`config.mk`:
```
export PLATFORM = sky130hd
export DESIGN_NAME = seconds_bcd_display_flat
export DESIGN_NICKNAME = d
export VERILOG_FILES = /design/src/rtl/seconds_bcd_display_if.sv /design/src/rtl/seconds_bcd_display.sv /design/src/flat_wrapper.sv
export SDC_FILE = /design/constraint.sdc
export NUM_CORES = 1
export LEC_CHECK = 0
export ABC_AREA = 1
export CELL_PAD_IN_SITES_DETAIL_PLACEMENT = 0
export CELL_PAD_IN_SITES_GLOBAL_PLACEMENT = 1
export CORE_ASPECT_RATIO = 1.5
export CORE_MARGIN = 2
export CORE_UTILIZATION = 41
export DETAILED_ROUTE_END_ITERATION = 16
export DONT_BUFFER_PORTS = 1
export PLACE_DENSITY_LB_ADDON = 0.1
export SYNTH_ARGS = -nofsm -noshare
export SYNTH_HDL_FRONTEND = slang
export SYNTH_SLANG_ARGS = --single-unit
```
`constraint.sdc`:
```
create_clock -name clk -period 1.8 [get_ports clk]
set_input_delay 0.36 -clock clk [delete_from_list [all_inputs] [get_ports clk]]
set_output_delay 0.36 -clock clk [all_outputs]
set_load 0.005 [all_outputs]
```
`src/rtl/seconds_bcd_display_if.sv`:
```
// seconds_bcd_display_if
//   Groups the slow-tick/control inputs and the count/display outputs of
//   seconds_bcd_display. Clock and reset stay plain ports on the module.
//   Signals:
//     tick_clk  slow square wave from the divider (level, edge-detected inside)
//     run       1 = count on tick edges, 0 = hold
//     up        1 = increment, 0 = decrement
//     clear     synchronous clear of the count
//     count     4-digit BCD value, [15:12] thousands .. [3:0] units
//     an        digit anodes, active-low, an[0] = units
//     seg       segments, active-low, {g,f,e,d,c,b,a}
//   master: drives tick_clk/run/up/clear (board or bench side)
//   slave : the counter/display block
interface seconds_bcd_display_if;
  logic        tick_clk;
  logic        run;
  logic        up;
  logic        clear;
  logic [15:0] count;
  logic [3:0]  an;
  logic [6:0]  seg;

  modport master (output tick_clk, run, up, clear,
                  input  count, an, seg);
  modport slave  (input  tick_clk, run, up, clear,
                  output count, an, seg);
endinterface

```
`src/rtl/seconds_bcd_display.sv`:
```
// seconds_bcd_display
//   Counts rising edges of a slow square wave in a 4-digit BCD up/down
//   counter (pausable, clearable) and scans the digits onto a common-anode
//   seven-segment display. Single clock domain; tick_clk is a level.
//   Ports:
//     clk    system clock, rising edge
//     rst_n  synchronous active-low reset
//     bus    seconds_bcd_display_if.slave (tick_clk/run/up/clear in,
//            count/an/seg out)
//   Parameter:
//     REFRESH_DIV  clk cycles each digit is lit (>= 2)
//   Build option:
//     SEG_LEADING_ZERO_BLANK_EN  blank leading-zero thousands/hundreds/tens
//                                digits; units digit is always shown.
module seconds_bcd_display #(
  parameter int REFRESH_DIV = 50000
) (
  input  logic                  clk,
  input  logic                  rst_n,
  seconds_bcd_display_if.slave  bus
);

  localparam int              CW      = $clog2(REFRESH_DIV);
  localparam logic [CW-1:0]   LP_LAST = CW'(REFRESH_DIV - 1);

  logic          r_tick_d;
  logic [15:0]   r_count;
  logic [CW-1:0] r_refresh_cnt;
  logic [1:0]    r_sel;

  logic          w_step;
  logic [15:0]   w_inc;
  logic [15:0]   w_dec;
  logic          w_inc_c;
  logic          w_dec_b;
  logic [3:0]    w_digit;
  logic [6:0]    w_seg_dec;
  logic          w_blank;

  assign w_step = bus.tick_clk & ~r_tick_d;

  // BCD ripple increment/decrement; 9999 -> 0000 and 0000 -> 9999 fall out
  // naturally because the final carry/borrow is discarded.
  always_comb begin
    w_inc   = r_count;
    w_inc_c = 1'b1;
    for (int i = 0; i < 4; i++) begin
      if (w_inc_c) begin
        if (r_count[i*4 +: 4] == 4'd9) begin
          w_inc[i*4 +: 4] = 4'd0;
        end else begin
          w_inc[i*4 +: 4] = r_count[i*4 +: 4] + 4'd1;
          w_inc_c         = 1'b0;
        end
      end
    end
  end

  always_comb begin
    w_dec   = r_count;
    w_dec_b = 1'b1;
    for (int i = 0; i < 4; i++) begin
      if (w_dec_b) begin
        if (r_count[i*4 +: 4] == 4'd0) begin
          w_dec[i*4 +: 4] = 4'd9;
        end else begin
          w_dec[i*4 +: 4] = r_count[i*4 +: 4] - 4'd1;
          w_dec_b         = 1'b0;
        end
      end
    end
  end

  always_ff @(posedge clk) begin
    if (!rst_n) begin
      r_tick_d      <= 1'b1;  // a high tick at reset release is not an edge
      r_count       <= 16'h0000;
      r_refresh_cnt <= '0;
      r_sel         <= 2'd0;
    end else begin
      r_tick_d <= bus.tick_clk;

      if (bus.clear) begin
        r_count <= 16'h0000;
      end else if (w_step && bus.run) begin
        r_count <= bus.up ? w_inc : w_dec;
      end

      if (r_refresh_cnt == LP_LAST) begin
        r_refresh_cnt <= '0;
        r_sel         <= r_sel + 2'd1;
      end else begin
        r_refresh_cnt <= r_refresh_cnt + CW'(1);
      end
    end
  end

  assign w_digit = r_count[{r_sel, 2'b00} +: 4];

  always_comb begin
    case (w_digit)
      4'd0:    w_seg_dec = 7'b1000000;
      4'd1:    w_seg_dec = 7'b1111001;
      4'd2:    w_seg_dec = 7'b0100100;
      4'd3:    w_seg_dec = 7'b0110000;
      4'd4:    w_seg_dec = 7'b0011001;
      4'd5:    w_seg_dec = 7'b0010010;
      4'd6:    w_seg_dec = 7'b0000010;
      4'd7:    w_seg_dec = 7'b1111000;
      4'd8:    w_seg_dec = 7'b0000000;
      4'd9:    w_seg_dec = 7'b0010000;
      default: w_seg_dec = 7'b1111111;
    endcase
  end

`ifdef SEG_LEADING_ZERO_BLANK_EN
  // A digit is a leading zero when it and every more-significant digit are 0.
  always_comb begin
    case (r_sel)
      2'd3:    w_blank = (r_count[15:12] == 4'd0);
      2'd2:    w_blank = (r_count[15:8]  == 8'd0);
      2'd1:    w_blank = (r_count[15:4]  == 12'd0);
      default: w_blank = 1'b0;
    endcase
  end
`else
  assign w_blank = 1'b0;
`endif

  assign bus.count = r_count;
  assign bus.an    = ~(4'b0001 << r_sel);
  assign bus.seg   = w_blank ? 7'b1111111 : w_seg_dec;

endmodule

```
`src/flat_wrapper.sv`:
```
// flat-port wrapper written by rule: the top's interface ports become plain ports
module seconds_bcd_display_flat 
#(
  parameter int REFRESH_DIV = 50000
)
  (clk, rst_n, bus_tick_clk, bus_run, bus_up, bus_clear, bus_count, bus_an, bus_seg);
  seconds_bcd_display_if bus_i ();
  input  logic clk;
  input  logic rst_n;
  input wire logic [$bits(bus_i.tick_clk)-1:0] bus_tick_clk;
  input wire logic [$bits(bus_i.run)-1:0] bus_run;
  input wire logic [$bits(bus_i.up)-1:0] bus_up;
  input wire logic [$bits(bus_i.clear)-1:0] bus_clear;
  output wire logic [$bits(bus_i.count)-1:0] bus_count;
  output wire logic [$bits(bus_i.an)-1:0] bus_an;
  output wire logic [$bits(bus_i.seg)-1:0] bus_seg;
  assign bus_i.tick_clk = bus_tick_clk;
  assign bus_i.run = bus_run;
  assign bus_i.up = bus_up;
  assign bus_i.clear = bus_clear;
  assign bus_count = bus_i.count;
  assign bus_an = bus_i.an;
  assign bus_seg = bus_i.seg;
  seconds_bcd_display #(.REFRESH_DIV(REFRESH_DIV)) u_core (.clk(clk), .rst_n(rst_n), .bus(bus_i));
endmodule
```
---- Word level (Yosys, flattened, before mapping) ----
Memories as Yosys holds them, arrays and structs flattened.
Cells that the tools add are included.
storage, ports and cells
  register bits ........................... 35
  bits in read-only memories .............. 112
  input port bits ......................... 6
  output and inout bits ................... 27
  logic and storage cells ................. 70
  memories kept ........................... 1
memories
  name              words  width  rd ports  clocked after memory_dff  write ports  line                        source
  (name not given)  16     7      1         0                         0            seconds_bcd_display.sv:101  case (w_digit)
operators by class
  add/sub/neg operators ................... 10
  eq/ne operators ......................... 8
  shift operators ......................... 2
  muxes and demuxes ....................... 25
  bitwise operators ....................... 4
  reductions and logical operators ........ 13
operators by type and width
  operator                                           count
  two-way mux 4 bit                                  14
  adder 16 x 1 -> 16 bit (second input constant)     1
  adder 4 x 1 -> 4 bit (second input constant)       4
  equality test 16 bit (second input constant)       1
  equality test 4 bit (second input constant)        4
  zero test 4 bit                                    4
  two-way mux 16 bit                                 1
  indexed part select 16 x 5 -> 4 bit                1
  subtractor 4 x 1 -> 4 bit (second input constant)  4
  two-way mux 1 bit                                  10
  AND reduction 3 bit                                3
  != test 2 x 1 -> 1 bit (second input constant)     3
  nonzero test 2 bit                                 3
  inverter 4 bit                                     1
  OR reduction 2 bit                                 2
  left shift 1 x 2 -> 4 bit (first input constant)   1
  adder 2 x 1 -> 2 bit (second input constant)       1
  inverter 1 bit                                     2
  AND 1 bit                                          1
  logical AND 1 bit                                  1

---- Longest topological paths before layout ----
  word-level depth ........................ 6
  gate-level depth with buffers ........... 10
  depth with buffers taken out ............ 10

---- Worst setup path after synthesis ----
Ideal clock, no wire load.
  path type ............................... register to output
  from .................................... register u_core.r_sel[0]
  to ...................................... output port bus_seg[3]
  data arrival time ....................... 1430 ps
  data required time ...................... 1440 ps
  path slack .............................. 10 ps
  stages on the path, launching flop included .. 11
  path buffers ............................ 1
  path through ............................ dfxtp_1 -> buf_6 -> a21oi_1 -> o21ai_0 -> nand2_1 -> ha_1 -> inv_1 -> nor2_1 -> inv_1 -> nand3_1 -> nand2_1
on the way
  cells in the longest elaborated chain, start to end .. 2
ends and longest elaborated chain
  element                              line                       source
  from (decl)                          seconds_bcd_display.sv:29  logic [1:0] r_sel;
  from (signal assigned)               seconds_bcd_display.sv:91  r_sel <= r_sel + 2'd1;
  indexed part select 16 x 5 -> 4 bit  seconds_bcd_display.sv:98  assign w_digit = r_count[{r_sel, 2'b00} +: 4];
  memory read (16 x 7 bit)             -
  to (decl)                            flat_wrapper.sv:16         output wire logic [$bits(bus_i.seg)-1:0] bus_seg;
Every way passes these cells.

---- Worst setup path after layout ----
  from .................................... register u_core.r_sel[0]
  to ...................................... output port bus_seg[0]
Same word-level chain as after synthesis.

==> results.txt <==
count leader, synth: nand2_1
Hold Crit Start: bus_tick_clk
Post-DRT Antenna Nets: 0
Horiz. Die Dim: 68.5 um
pwr/cell area: 506 mW/mm2
period utilisation layout: 1.11
All-Layer GR Usage: 0.196
syn avg cell area: 6.54 um2
setup violators final: 7
first-pass GRT wire length: 10.3 mm
DP Cell Count: 479
core box area: 0.00609 mm2
number of cell rows: 35
FF-to-FF setup slack: 0.30 ns
DRC viols: 0
vias in the first global route: 2393
synthesis-to-finish area growth: 15.8%
CP Cell Sequence: buf_6 > a21oi_2 > o21ai_2 > nand2_2 > inv_2 > ha_2 > inv_1 > nand2_1 > o211ai_1 > nand2_1
Layout fillers: 658
I/O Buffers: 0
n_diodes: 0
num ports: 33
Detailed Place HPWL: 4.77 mm
wire length per cell: 12.7 um
synth cell count leaders: nand2_1 (83), nor2_1 (57), inv_1 (39)
DRT Wirelength: 6.23 mm
clock sinks: 35
Die Y: 101 um
Yosys reg bits: 35
Hold Violations, Final: 0
Area contributors post-synth: dfxtp_1 (27%), nand2_1 (12%), nor2_1 (8.4%), inv_1 (5.7%), nand3_1 (5.3%)
drt first-iter violations: 66
vias: 2452
cell area after layout: 0.00296 mm2
Worst Max-Slew Pin Slew: 0.329 ns
register area share after synthesis: 0.274
relative slew slack: 0.780
Max Clock Freq: 501 MHz
Setup crit end kind: output pin
maximum VDD drop: 0.282 mV
Critical Path AT: 1.64 ns
Overflow after GRT: 0
WP data required: 1.44 ns
root buffer cell: clkbuf_8
syn nets: 407
unrepaired setup endpoints after global routing: yes
FF-to-FF path depth: 8
Total Power: 1.50 mW
Synth Warn #: 0
Final Non-Filler Cells: 489
Worst Setup Start Kind: flop
share of Yosys cell area claimed by the top area cell type: 0.274
placed inst area: 0.00276 mm2
total leakage power: 1.30 nW
FF-to-FF End: u_core.r_refresh_cnt[15]
status: finished with violations
Setup WS post-layout: -0.197 ns
clock buffer depth: 2
Max FO, Critical Path: 6
Hold Path Stages: 1
synthesized area: 0.00256 mm2
CTS clk-pin slew, worst paths: 0.07 ns
Critical R2R Launch: u_core.r_refresh_cnt[0]
violated checks: negative setup slack
minimum clock period: 2.00 ns
die area: 0.00690 mm2
Critical Path Max Stage Delay: 0.35 ns
Post-synth EDFFs: 0
hold crit path type: in2reg
slowest stage cell on the critical path: dfxtp_2
hold_buf cts: 0
vias per std cell: 5.01
# nets final: 431
Inserted Clock Buffers: 5
fraction of layout cells with a size suffix above 1: 0.246
Mapped Cells: 391
TritonCTS clock tree: done
ys flop type: dfxtp_1
worst skew pair latency: 0.29 ns
Crit path top cell by count: nand2_1
Starting Density: 0.420
final max-slew violation count: 0
Post-synth ARST share: 0
gpl congestion: 0.785
drt pass-1 iters: 4
H-tree levels: 2
largest area contributor in the netlist: dfxtp_1
Hold Path End: u_core.r_tick_d
CP Class: reg2out
multi-input logic area: 0.00167 mm2
minimum hold slack: 0.178 ns
pin count of the biggest net entering global routing: 17
initial antenna violation count: 0
unique cell type count in the Yosys netlist: 37
worst clock skew: 0.00876 ns
max-cap viol count: 0
Seq. cell area: 706 um2
[per-layer routing]
metal | global-route usage | wire length [um] | part of all wire | up-vias
met2 | 0.376 | 3400 | 0.55 | 33
met1 | 0.197 | 2500 | 0.40 | 1116
met3 | 0.0503 | 248 | 0.040 | 6
li1 | - | - | - | 1297
met4 | 0.0554 | 84 | 0.013 | 0
met5 | 0 | 0 | 0 | -
[cells by family after synthesis]
family / Yosys count / share of synthesized area
AND/OR/NAND/NOR: 209 / 0.403
AO/OA/AOI/OAI: 67 / 0.148
buffers and inverters: 63 / 0.102
flip-flops: 35 / 0.274
adder cells (fa/ha/maj): 10 / 0.0489
XOR/XNOR: 7 / 0.0240
[worst max-delay path: cells and delay by family, from the launching register on]
family	cells	cell delay (ns)
flip-flops	1	0.35
AND/OR/NAND/NOR	3	0.28
AO/OA/AOI/OAI	3	0.32
buffers and inverters	3	0.24
adder cells (fa/ha/maj)	1	0.16
[sequential cells by signal, indices dropped and copies added, names as in the netlist]
| signal | flops |
|---|---|
| u_core.bus.count | 16 |
| u_core.r_refresh_cnt | 16 |
| u_core.r_sel | 2 |
| u_core.r_tick_d | 1 |
[worst max-delay path by stage]
stage	slack, ns	endpoint	cells past startpoint	start
CTS	-0.18	bus_seg[0]	10	u_core.r_sel[0]
floorplan	0.01	bus_seg[3]	10	u_core.r_sel[0]
global route	-0.32	bus_seg[0]	10	u_core.r_sel[0]
finish	-0.20	bus_seg[0]	10	u_core.r_sel[0]
global placement	0.02	bus_seg[3]	10	u_core.r_sel[0]
detailed placement	0.002	bus_seg[3]	10	u_core.r_sel[0]
[final cells by class]
| type | instances | share of cell area |
|---|---|---|
| multi-input cells | 293 | 0.564 |
| flip-flops and latches | 35 | 0.238 |
| inverters | 55 | 0.0706 |
| repair buffers | 25 | 0.0659 |
| well taps | 74 | 0.0313 |
| clock buffers | 6 | 0.0279 |
| clock inverters | 1 | 0.00169 |
[cell usage in the layout (no fill, tap or decap), types with 3 or more instances in the layout]
master and count:
dfxtp_1 33, nor3b_1 3, inv_2 17, inv_1 37, o21ai_0 17, nand2_4 4, nand2_1 81, o211ai_1 3
nor3_1 8, nand2_2 7, xor2_1 6, buf_4 23, ha_1 7, a21oi_1 19, nor2_1 57, o21ai_1 8
a21oi_2 6, nor2_2 7, clkbuf_8 6, o21ai_2 9, nand3_1 27, nand3_4 3
[per-stage QoR]
step                TNS, ns  worst slack (ns)   util
detailed placement        0           0.00186  0.454
global placement          0            0.0170  0.454
global route          -1.91            -0.321  0.486
finish                -1.23            -0.197  0.486
floorplan                 0            0.0103      -
CTS                   -1.16            -0.185  0.483
[timing repair]
action	in CTS	in global routing
pin swaps	11	3
endpoints found under the hold margin	0	0
endpoints found under the setup margin	7	7
resized for setup	23	6
gates cloned	0	0
setup buffers	3	0
[power by group]
group	internal (mW)	switching [mW]	total [mW]
Clock	0.300	0.287	0.587
Combinational	0.0410	0.0788	0.120
Sequential	0.782	0.00804	0.790
Total	1.12	0.374	1.50
Note: power is estimated with default switching activity, not from simulation.
